## src/rtl/mesi_snoop_responder.sv

```systemverilog
// MESI snoop responder: accepts a peer coherence request, looks up the local line,
// downgrades/invalidates it, flushes Modified data to memory, then acknowledges.
module mesi_snoop_responder #(
    parameter int unsigned ADDR_W = 32,
    parameter int unsigned DATA_W = 32
) (
    input  logic              clk_i,
    input  logic              reset_i,
    input  logic              snp_valid_i,
    input  logic [1:0]        snp_op_i,
    input  logic [ADDR_W-1:0] snp_addr_i,
    output logic              snp_seen_o,
    output logic              snp_shared_o,
    output logic              snp_data_valid_o,
    output logic [DATA_W-1:0] snp_data_o,
    input  logic              loc_busy_i,
    output logic              snp_stall_o,
    output logic              lk_req_o,
    output logic [ADDR_W-1:0] lk_addr_o,
    input  logic              lk_hit_i,
    input  logic [1:0]        lk_state_i,
    input  logic [DATA_W-1:0] lk_data_i,
    output logic              st_we_o,
    output logic [1:0]        st_state_o,
    output logic              wb_wren_o,
    output logic [ADDR_W-1:0] wb_addr_o,
    output logic [DATA_W-1:0] wb_data_o,
    input  logic              wb_done_i,
    output logic              proto_err_o
);

    localparam logic [1:0] OpBusRd   = 2'b00;
    localparam logic [1:0] OpBusRdX  = 2'b01;
    localparam logic [1:0] OpBusUpgr = 2'b10;

    localparam logic [1:0] MesiI = 2'b00;
    localparam logic [1:0] MesiS = 2'b01;
    localparam logic [1:0] MesiM = 2'b11;

    typedef enum logic [1:0] {StIdle, StLookup, StWb, StAck} state_e;

    state_e            state_q, state_d;
    logic [1:0]        op_q;
    logic [ADDR_W-1:0] addr_q;
    logic              lk_req_q;
    logic              guard_q;
    logic              shared_q;
    logic              dvalid_q;
    logic [DATA_W-1:0] data_q;
    logic [1:0]        st_state_q;
    logic              proto_err_q;

    logic       accept;
    logic       decide;
    logic       dec_we;
    logic [1:0] dec_state;
    logic       dec_shared;
    logic       dec_flush;
    logic       dec_err;

    // Action table for the looked-up line; an Invalid hit is treated as a miss.
    always_comb begin
        dec_we     = 1'b0;
        dec_state  = MesiI;
        dec_shared = 1'b0;
        dec_flush  = 1'b0;
        dec_err    = 1'b0;
        if (op_q == 2'b11) begin
            dec_err = 1'b1;
        end else if (lk_hit_i && (lk_state_i != MesiI)) begin
            dec_we     = 1'b1;
            dec_shared = 1'b1;
            unique case (op_q)
                OpBusRd: begin
                    dec_state = MesiS;
                    dec_flush = (lk_state_i == MesiM);
                end
                OpBusRdX: begin
                    dec_flush = (lk_state_i == MesiM);
                end
                OpBusUpgr: begin
                    // Peer claims a shared copy while we hold E/M: protocol violation.
                    dec_err = (lk_state_i != MesiS);
                end
                default: ;
            endcase
        end
    end

    always_comb begin
        state_d    = state_q;
        accept     = 1'b0;
        decide     = 1'b0;
        snp_seen_o = 1'b0;
        st_we_o    = 1'b0;
        st_state_o = MesiI;
        wb_wren_o  = 1'b0;
        unique case (state_q)
            StIdle: begin
                if (snp_valid_i && !loc_busy_i && !guard_q) begin
                    accept  = 1'b1;
                    state_d = StLookup;
                end
            end
            StLookup: begin
                // First cycle issues lk_req; lookup results arrive on the second.
                if (!lk_req_q) begin
                    decide = 1'b1;
                    if (dec_flush) begin
                        state_d = StWb;
                    end else begin
                        st_we_o    = dec_we;
                        st_state_o = dec_we ? dec_state : MesiI;
                        state_d    = StAck;
                    end
                end
            end
            StWb: begin
                wb_wren_o = 1'b1;
                if (wb_done_i) begin
                    st_we_o    = 1'b1;
                    st_state_o = st_state_q;
                    state_d    = StAck;
                end
            end
            StAck: begin
                snp_seen_o = 1'b1;
                state_d    = StIdle;
            end
            default: state_d = StIdle;
        endcase
    end

    always_ff @(posedge clk_i) begin
        if (reset_i) begin
            state_q     <= StIdle;
            op_q        <= 2'b00;
            addr_q      <= '0;
            lk_req_q    <= 1'b0;
            guard_q     <= 1'b0;
            shared_q    <= 1'b0;
            dvalid_q    <= 1'b0;
            data_q      <= '0;
            st_state_q  <= MesiI;
            proto_err_q <= 1'b0;
        end else begin
            state_q  <= state_d;
            lk_req_q <= accept;
            guard_q  <= (state_q == StAck);
            if (accept) begin
                op_q   <= snp_op_i;
                addr_q <= snp_addr_i;
            end
            if (decide) begin
                shared_q   <= dec_shared;
                dvalid_q   <= dec_flush;
                st_state_q <= dec_state;
                if (dec_flush) begin
                    data_q <= lk_data_i;
                end
                if (dec_err) begin
                    proto_err_q <= 1'b1;
                end
            end
        end
    end

    assign snp_stall_o      = (state_q != StIdle);
    assign lk_req_o         = lk_req_q;
    assign lk_addr_o        = addr_q;
    assign wb_addr_o        = addr_q;
    assign wb_data_o        = data_q;
    assign snp_shared_o     = shared_q;
    assign snp_data_valid_o = dvalid_q;
    assign snp_data_o       = data_q;
    assign proto_err_o      = proto_err_q;

endmodule

```

## config.mk

```make
export PLATFORM = sky130hd
export DESIGN_NAME = mesi_snoop_responder
export DESIGN_NICKNAME = d
export VERILOG_FILES = /design/src/rtl/mesi_snoop_responder.sv
export SDC_FILE = /design/constraint.sdc
export NUM_CORES = 1
export LEC_CHECK = 0
export BUFFER_PORTS_ARGS = -buffer_cell sky130_fd_sc_hd__buf_2
export CORE_MARGIN = 3
export CORE_UTILIZATION = 45
export CTS_CLUSTER_DIAMETER = 30
export DETAILED_ROUTE_END_ITERATION = 7
export PLACE_DENSITY = 0.89
export SYNTH_ARGS = -nofsm -noshare
export SYNTH_HDL_FRONTEND = slang
export SYNTH_SLANG_ARGS = --single-unit
```

## constraint.sdc

```tcl
create_clock -name clk_i -period 3.73 [get_ports clk_i]
set_input_delay 0 -clock clk_i [delete_from_list [all_inputs] [get_ports clk_i]]
set_output_delay 0 -clock clk_i [all_outputs]
set_load 0.03 [all_outputs]
```

# Word-level counts from Yosys, hierarchy flattened

Cells that the tools add are included.

Bits in registers: 75
Latch bits: 0
Bits in writable memories: 0
Bits in read-only memories: 0
Output and inout bits: 138
Logic and storage cells: 65
Memories kept: 0

Add/subtract/negate cells: 0
Multiply operators: 0
Div/mod/pow operators: 0
Order comparisons: 0
Equality and inequality tests: 11
Shift operators: 0
Mux-type cells: 31
Bitwise gates (word level): 0
Reduce and logical (&&, ||, !) cells: 13

Operators by type and width:

| cell                 | count |
|---|---|
| $mux W1              | 21 |
| $mux W2              | 7 |
| $eq A2 B2 Y1 const B | 5 |
| $pmux W2 S4          | 1 |
| $ne A2 B2 Y1 const B | 3 |
| $eq A2 B1 Y1 const B | 2 |
| $logic_not A2 Y1     | 2 |
| $pmux W2 S2          | 1 |
| $reduce_and A2 Y1    | 2 |
| $reduce_bool A2 Y1   | 2 |
| $logic_and A1 B1 Y1  | 3 |
| $reduce_and A3 Y1    | 1 |
| $logic_not A1 Y1     | 2 |
| $ne A2 B1 Y1 const B | 1 |
| $pmux W1 S2          | 1 |
| $reduce_or A2 Y1     | 1 |

# Logic depth before layout (Yosys ltp)

Gate-level depths: netlist of the first run.

Depth after elaboration: 8
Gate-level depth with buffers: 9

# Worst setup path before layout of the first run

OpenSTA, ideal clock, no wires.

Path type: reg-to-reg
Start: register state_q[0]
End: register addr_q[25], in the netlist lk_addr_o[25]
Arrival time: 1702 ps
Data required time: 3660 ps
Slack: 1957 ps
Stages on the path, launching flop included: 9
Path through: dfxtp_1 > inv_1 > ha_1 > inv_1 > or2_1 > clkbuf_1 > clkbuf_1 > nand2_1 > a21oi_1

Longest elaborated chain between the ends: 2

RTL lines:

| item                   | RTL line | RTL |
|---|---|---|
| from (decl)            | 42       | `state_e state_q, state_d;` |
| from (signal assigned) | 136      | `state_q <= StIdle;` |
| from (signal assigned) | 147      | `state_q <= state_d;` |
| $logic_not A2 Y1       | 98       | `unique case (state_q)` |
| $mux W1                | 98       |  |
| to (signal assigned)   | 152      | `addr_q <= snp_addr_i;` |
| to (decl)              | 44       | `logic [ADDR_W-1:0] addr_q;` |

Every way passes these cells.
A chain may end at the register's enable or synchronous reset.

# Worst setup path in the final report of the first run

Start: register state_q[1]
End: register data_q[21], in the netlist snp_data_o[21]

Longest elaborated chain between the ends: 3

RTL lines:

| item                               | RTL line | RTL |
|---|---|---|
| $eq A2 B1 Y1                       | 98       |  |
| $mux W1                            | 98       |  |
| $reduce_and A2 Y1 (no source line) | --       |  |
| to (signal assigned)               | 159      | `data_q <= lk_data_i;` |
| to (decl)                          | 49       | `logic [DATA_W-1:0] data_q;` |

Every way passes these cells.

==> results list, run 1 <==
- Outcome: completed
* Largest net degree at the start of global routing: 42
* Antenna violations before repair: 0
- In the final routed layout, each cell accounts on average for 14.9 microns.
- Maximum level of the CTS H-tree: 3
- Reg-to-reg setup timing slack: 1.47 ns
* Mean cell area of the mapped netlist: 7.83 sq um
- For this design the ratio of total power to cell area is 495 nW/um^2.
- Relative to the synthesized area, the layout overhead comes to 46.0%.
- For this run, the detailed router's first-pass iteration total came to 4.
* Number of nets still failing antenna checks after routing: 0
- After clock tree synthesis, the repair step resized 0 gates.
- In this run the deepest clock path goes through 2 buffers.
* Number of global-route vias before repair: 3338
- Category of the worst setup path capture point: register
- Clock network latency to the later pin of the worst-skew pair: 0.34 ns
- Total number of vias: 3403
- Clock Sinks: 74
- The finished layout holds 703 standard cells, fillers aside.
- Max-cap violation count: 0
- Commonest non-fill, non-tap cells in the layout: sky130_fd_sc_hd__buf_2, sky130_fd_sc_hd__nand2_1, sky130_fd_sc_hd__dfxtp_1
- Number of flip-flops and latches in the synthesized netlist: 74
- STA classifies the critical path startpoint as a register.
- Worst flop-to-flop path endpoint: snp_data_o[21]$_SDFFE_PP0P_
* TritonCTS clock tree: yes
- Power Total: 2290 uW
- Clock tree synthesis inserted a total of 9 buffers.
- Floorplan die height: 90.0 microns
- Counting instances, the worst hold path has a depth of 5.
- Fraction of final layout cells with drive strength greater than 1: 0.375
* Most common cell after layout, fill and taps aside: sky130_fd_sc_hd__buf_2
- The worst pin sits at a relative slew slack of 0.151.
* Seq/Total Area, Yosys: 0.467
- Initial core utilization: 0.480
- Min cycle time layout: 2.26 ns
- After layout, the worst setup slack is 1.47 ns.
* WP data arrival: 2.52 ns
* Yosys warning count: 0
- For the final routed database, the setup TNS stands at 0 ns.
- After synthesis, the netlist uses 25 different library cells.
* Post-route fraction of the period consumed by the critical path: 0.606
- # hold bufs at CTS: 66
* Kind of critical path: reg2reg
* Nets: 683
- Clock transition at the registers of the reported paths: 0.08 ns
- Maximum operating frequency: 0.442 GHz
- The hold violation count in the final report came to 0.
* Root buffer cell: sky130_fd_sc_hd__clkbuf_8
* Placed Instances: 621
- Detailed placement ended at an HPWL of 6230 microns.
* VDD IR max: 366 uV
- Reg2reg path depth: 6
* Remaining DRCs: 0
- Of the total synthesized cell area, the portion taken by AND, OR, NAND and NOR gates is 0.198.
- Worst-case hold path end point: proto_err_o$_SDFFE_PP0P_
* Die outline area: 8090 sq um
- Setup violations remaining at the end of the flow were counted as 0.
- Clock tree skew after final layout: 0.0173 ns
- Proportion of synthesized area in mux cells: 0.00316
- Actual slew at the worst max-slew pin: 1.27 ns
- Hold path startpoint: lk_state_i[1]
* Die Wd: 90.0 microns
* Static leakage: 0.00229 uW
- Summing all placed instances gives a cell area of 3770 sq um.
- For this block, the routed nets add up to 10500 microns of wire.
* Nets in the synthesized netlist: 483
- Post-Syn Instances: 405
- The synthesized netlist occupies a cell area of 3170 sq um.
- Post-placement setup slack: 1.56 ns
- Of the total synthesized cell area, the portion taken by full adders, half adders and majority gates is 0.0158.
- Routability-driven placement finished with a final weighted congestion of 0.939.
- Max Transition Viols Final: 0
* # port buffers: 210
- Ant. Diodes: 0
* Post-CTS setup repair buffer count: 0
- Dominant combinational cell family by area after synthesis: simple AND/OR/NAND/NOR gates
- Top-level I/O count: 212
* Tot GR Track Use: 0.247
- Startpoint of the worst-slack reg-to-reg timing path: state_q[1]$_SDFFE_PP0P_
- Share of the synthesized area in compound gates (AO/OA/AOI/OAI): 0.127
- HP Class: in2reg
- The first routing iteration left 157 violations.
* Largest fanout on the critical path: 33
* Average vias per placed instance: 4.84
* Sum of overflow across all layers after global routing: 0
- In this run the standard cell core region covers 6600 sq um.
- The first global-routing pass estimated 16400 microns of wire.
- With fillers left out, the area of the finished cells amounts to 4630 sq um.
- The floorplan has 29 rows.
* Required time at the endpoint of the critical path: 3.99 ns
- Of the total synthesized cell area, the portion taken by XOR and XNOR cells is 0.
* Setup repair after global routing missed its margin: false
-- worst max path at each step --
| stage | start | to | slack (ns) | depth (start not counted) |
|---|---|---|---|---|
| 6_report | state_q[1]$_SDFFE_PP0P_ | snp_data_o[21]$_SDFFE_PP0P_ | 1.47 | 6 |
| 5_1_grt | state_q[1]$_SDFFE_PP0P_ | snp_data_o[1]$_SDFFE_PP0P_ | 1.24 | 6 |
| 4_1_cts | state_q[1]$_SDFFE_PP0P_ | snp_data_o[21]$_SDFFE_PP0P_ | 1.55 | 6 |
| 3_5_place_dp | state_q[1]$_SDFFE_PP0P_ | snp_data_o[21]$_SDFFE_PP0P_ | 1.56 | 6 |
| 3_3_place_gp | state_q[1]$_SDFFE_PP0P_ | snp_data_o[29]$_SDFFE_PP0P_ | 1.69 | 6 |
| 2_1_floorplan | state_q[0]$_SDFFE_PP0P_ | lk_addr_o[25]$_SDFFE_PP0P_ | 1.96 | 8 |
-- cells by family (layout without fill, tap and decap cells) --
logic type               Yosys count  in the layout
AO/OA/AOI/OAI                     77             77
adder cells (fa/ha/maj)            4              4
buffers and inverters             91            296
flip-flops                        74             74
multiplexers                       1              1
other                              1              1
AND/OR/NAND/NOR                  157            157
-- per-stage QoR --
stage                     hold WS (ns)   util
after CTS                        0.108  0.701
after global placement           0.239  0.571
after floorplan                  0.136      -
final                            0.128  0.701
after global routing             0.159  0.701
after detailed placement         0.245  0.571
-- report_power, final --
part	total, uW	switching [uW]	internal [uW]	leakage (uW)
sequential	921	59.0	862	0.000600
combinational	748	501	247	0.00160
clock	625	311	314	0.0000962
total	2290	871	1420	0.00229
-- critical path, stage by stage (launching register included) --
cell and delay (ns):
sky130_fd_sc_hd__dfxtp_1 0.40, sky130_fd_sc_hd__inv_1 0.09, sky130_fd_sc_hd__ha_1 0.21, sky130_fd_sc_hd__nand2b_1 0.24
sky130_fd_sc_hd__or2_1 0.88, sky130_fd_sc_hd__nand2_1 0.16, sky130_fd_sc_hd__a21oi_1 0.20
-- layout make-up --
cell class | count | area, sq um
sequential | 74 | 1480
clock buffer | 9 | 124
clock inverter | 7 | 76.3
inverter | 3 | 11.3
multi-input combinational | 240 | 1100
timing repair buffer | 277 | 1720
fill | 504 | 1970
tap | 93 | 116
-- synthesized netlist by cell type --
cell / n / area [sq um]
sky130_fd_sc_hd__nand2_1: 134 / 503
sky130_fd_sc_hd__conb_1: 1 / 3.75
sky130_fd_sc_hd__or3b_1: 1 / 8.76
sky130_fd_sc_hd__nor2b_1: 4 / 25.0
sky130_fd_sc_hd__buf_2: 6 / 30.0
sky130_fd_sc_hd__a221o_1: 1 / 10.0
sky130_fd_sc_hd__buf_4: 65 / 488
sky130_fd_sc_hd__o21ai_0: 1 / 5.00
sky130_fd_sc_hd__o31ai_1: 1 / 7.51
sky130_fd_sc_hd__nand4b_1: 1 / 8.76
sky130_fd_sc_hd__nor2_1: 10 / 37.5
sky130_fd_sc_hd__or2_1: 2 / 12.5
sky130_fd_sc_hd__or3_1: 1 / 6.26
sky130_fd_sc_hd__mux2i_1: 1 / 10.0
sky130_fd_sc_hd__nor3_1: 1 / 5.00
sky130_fd_sc_hd__nor3b_1: 1 / 7.51
sky130_fd_sc_hd__a32oi_1: 1 / 8.76
sky130_fd_sc_hd__dfxtp_1: 74 / 1480
sky130_fd_sc_hd__a22oi_1: 3 / 22.5
sky130_fd_sc_hd__clkbuf_1: 17 / 63.8
sky130_fd_sc_hd__inv_1: 3 / 11.3
sky130_fd_sc_hd__ha_1: 4 / 50.1
sky130_fd_sc_hd__a21oi_1: 70 / 350
sky130_fd_sc_hd__and3b_1: 1 / 8.76
sky130_fd_sc_hd__nand2b_1: 1 / 6.26
-- state kept, by name, indices dropped and copies added (netlist names) --
| signal | count |
|---|---|
| snp_data_valid_o | 1 |
| proto_err_o | 1 |
| lk_addr_o | 32 |
| state_q | 2 |
| guard_q | 1 |
| op_q | 2 |
| st_state_q | 1 |
| snp_shared_o | 1 |
| lk_req_o | 1 |
| snp_data_o | 32 |
-- metal layers --
layer | up-vias | track usage | part of all wire
met5 | - | 0 | 0
met4 | 0 | 0.145 | 0.042
met3 | 38 | 0.0568 | 0.066
met2 | 185 | 0.472 | 0.53
met1 | 1551 | 0.241 | 0.36
li1 | 1629 | - | -
(Power assumes the default switching activity.)
==> run 2: changes to the inputs <==
CORE_UTILIZATION = 42   (was 45)
PLACE_DENSITY = 0.84   (was 0.89)
clock period = 2.15 ns   (was 3.73 ns; I/O delays follow)
==> run 2 against run 1 <==
  * Sequential cell count did not move
  * First-iteration DRC count is 38% lower
  * Clock skew down 0.0098 ns
  * Sequential share of layout area fell by 0.71 points
  * Die area grew 6.7%
  * Via count shrank 2.8%
  * Final cell count rose by 1.3%
  * Total power up 86%
  * Utilization shrank 5.2 points
  * Final area up 2.3%
  * Wire length decreased by 11%
  * Register-to-register slack got worse by 1.1 ns
==> results list, run 2 (synthesized netlist as in run 1, its figures left out) <==
* Average vias per placed instance: 4.64 (was 4.84)
- Worst setup margin: 0.222 ns (was 1.47 ns)
- WHS: 0.126 ns (was 0.128 ns)
- Cell depth of the worst hold path: 5 (unchanged)
* Number of nets still failing antenna checks after routing: 0 (unchanged)
* Die Wd: 92.9 microns (was 90.0 microns)
* DR WL met3: 736 microns (was 692 microns)
- Top-level I/O count: 212 (unchanged)
- TritonCTS clock tree: yes (unchanged)
- The number of buffers on the longest clock path is 2 (unchanged).
- The largest fanout on the critical path is 8 (was 33).
- The number of search-and-repair iterations in the first detailed-routing pass is 4 (unchanged).
- The startpoint-to-endpoint class of the critical path is reg2out (was reg2reg).
- The static leakage power is 0.00234 uW (was 0.00229 uW).
* Clock tree skew after final layout: 0.00749 ns (was 0.0173 ns)
- Ant. Diodes: 0 (unchanged)
* Total length of routed met2 wires: 4940 microns (was 5610 microns)
* Die outline area: 8630 sq um (was 8090 sq um)
- Dividing the final minimum period by the clock period gives 0.897.
- Outcome: completed (unchanged).
* Initial core utilization: 0.435 (was 0.480)
- The finished layout cell area was 4740 sq um (was 4630 sq um).
- The fraction of final layout cells sized beyond drive strength 1 came to 0.377 (was 0.375).
* Startpoint class of the critical path: register (unchanged)
* Most common cell after layout, fill and taps aside: sky130_fd_sc_hd__buf_2 (unchanged)
* Sum of overflow across all layers after global routing: 0 (unchanged)
* Floorplan Core Area: 7290 sq um (was 6600 sq um)
* Setup repair after global routing missed its margin: false (unchanged)
* Area of the multi-input gates: 1100 sq um (unchanged)
* Layout area overhead: 49.3% (was 46.0%)
- Remaining DRCs: 0 (unchanged)
* Clock Sinks: 74 (unchanged)
- The register area came to 1480 sq um (unchanged).
* Actual slew at the worst max-slew pin: 0.584 ns (was 1.27 ns)
* Metal-1 WL: 3470 microns (was 3760 microns)
* HP Class: in2reg (unchanged)
- The clock-pin transition on the worst setup and hold timing paths is 0.07 ns (was 0.08 ns).
- Min cycle time layout: 1.93 ns
- The max-cap violation count is 0 (unchanged).
* Cell area power density: 900 nW/um^2 (was 495 nW/um^2)
- The worst endpoint required time is 2.15 ns (was 3.99 ns).
- The count of final max-slew check failures is 0 (unchanged).
* DRT iter0 DRCs: 98 (was 157)
- The wire length of the first global-routing pass came to 14400 microns (was 16400 microns).
* Number of buffers created by CTS: 9 (unchanged)
- Maximum level of the CTS H-tree: 3 (unchanged)
- Reg2reg path depth: 7 (was 6)
* Std cell rows: 31 (was 29)
- The maximum resistive drop on vdd came to 694 uV (was 366 uV).
- The initial antenna violation count was 0 (unchanged).
- Final setup violation count: 0 (unchanged)
* Post-CTS setup repair buffer count: 0 (unchanged)
* Total number of vias: 3307 (was 3403)
* Gpl congestion: 0.739 (was 0.939)
- The hold violation count in the final report was 0 (unchanged).
- Routed len/inst: 13.0 microns (was 14.9 microns)
- The wire length reported by the detailed router is 9290 microns (was 10500 microns).
- Power Total: 4260 uW (was 2290 uW)
* Clock network latency to the later pin of the worst-skew pair: 0.33 ns (was 0.34 ns)
* Commonest non-fill, non-tap cells in the layout: sky130_fd_sc_hd__buf_2, sky130_fd_sc_hd__nand2_1, sky130_fd_sc_hd__dfxtp_1 (unchanged)
* Root buffer cell: sky130_fd_sc_hd__clkbuf_8 (unchanged)
- The HPWL after detailed placement came to 5930 microns (was 6230 microns).
- Floorplan die height: 92.9 microns (was 90.0 microns)
- Maximum operating frequency: 0.519 GHz
- The number of nets in the layout was 687 (was 683).
* Largest net degree at the start of global routing: 47 (was 42)
* Relative slew margins: 0.611 (was 0.151)
* Post-placement setup slack: 0.437 ns (was 1.56 ns)
* Setup total negative slack: 0 ns (unchanged)
* # port buffers: 210 (unchanged)
* Category of the worst setup path capture point: output pin (was register)
- Tot GR Track Use: 0.207 (was 0.247)
- Uppermost layer routed: met4 (unchanged)
* Cell area reported after detailed placement: 3820 sq um (was 3770 sq um)
- WP data arrival: 1.93 ns (was 2.52 ns)
* Number of global-route vias before repair: 3007 (was 3338)
- Count of filler cells inserted in the layout: 584 (was 504)
-- run 2: cell count changes in the layout (fill, tap and decap cells not counted) --
| cell | previous run | this run |
|---|---|---|
| sky130_fd_sc_hd__buf_4 | 1 | 4 |
| sky130_fd_sc_hd__clkbuf_1 | 0 | 1 |
| sky130_fd_sc_hd__inv_6 | 2 | 0 |
| sky130_fd_sc_hd__buf_12 | 0 | 1 |
| sky130_fd_sc_hd__clkinv_2 | 1 | 0 |
| sky130_fd_sc_hd__clkinv_4 | 1 | 0 |
| sky130_fd_sc_hd__clkinvlp_4 | 2 | 1 |
| sky130_fd_sc_hd__bufinv_16 | 1 | 4 |
-- run 2: power by group --
group | internal (uW) | total [uW] | switching [uW]
clock | 883 | 1360 | 475
sequential | 1500 | 1600 | 101
combinational | 441 | 1310 | 866
total | 2820 | 4260 | 1440
-- run 2: path summary, 6_finish.rpt --
path | startpoint | slack, ns | endpoint
worst min-delay path | lk_state_i[1] | 0.13 | proto_err_o$_SDFFE_PP0P_
worst min register to register | snp_data_o[5]$_SDFFE_PP0P_ | 0.47 | snp_data_o[5]$_SDFFE_PP0P_
worst max-delay path | state_q[1]$_SDFFE_PP0P_ | 0.22 | st_we_o
worst max register to register | state_q[1]$_SDFFE_PP0P_ | 0.38 | snp_data_o[31]$_SDFFE_PP0P_
-- run 2: critical path: stages (launching register included) --
cell                       delay [ns]
sky130_fd_sc_hd__dfxtp_1         0.35
sky130_fd_sc_hd__inv_1           0.10
sky130_fd_sc_hd__ha_1            0.19
sky130_fd_sc_hd__nand2b_1        0.18
sky130_fd_sc_hd__nor3_1          0.33
sky130_fd_sc_hd__a22oi_1         0.10
sky130_fd_sc_hd__nor2b_1         0.13
sky130_fd_sc_hd__buf_2           0.21
-- run 2: timing repair --
action                    in CTS  in global routing
hold endpoints to repair      66                  0
resized for setup              0                  0
hold buffers                  66                  0
-- run 2: per-layer routing --
metal / vias up / global-route usage
li1: 1635 / -
met1: 1501 / 0.225
met2: 157 / 0.386
met3: 14 / 0.0512
met4: 0 / 0.0757
met5: - / 0
-- run 2: metrics by stage --
step | std cells | util
finish | 712 | 0.649
global route | 712 | 0.649
CTS | 712 | 0.649
detailed placement | 631 | 0.524
global placement | 631 | 0.524
floorplan | 405 | -
-- run 2: layout make-up --
type / count / area share
Sequential cell: 74 / 0.313
Clock inverter: 5 / 0.0269
Inverter: 3 / 0.00238
Multi-Input combinational cell: 240 / 0.233
Tap cell: 99 / 0.0262
Clock buffer: 10 / 0.0269
Timing Repair Buffer: 281 / 0.372
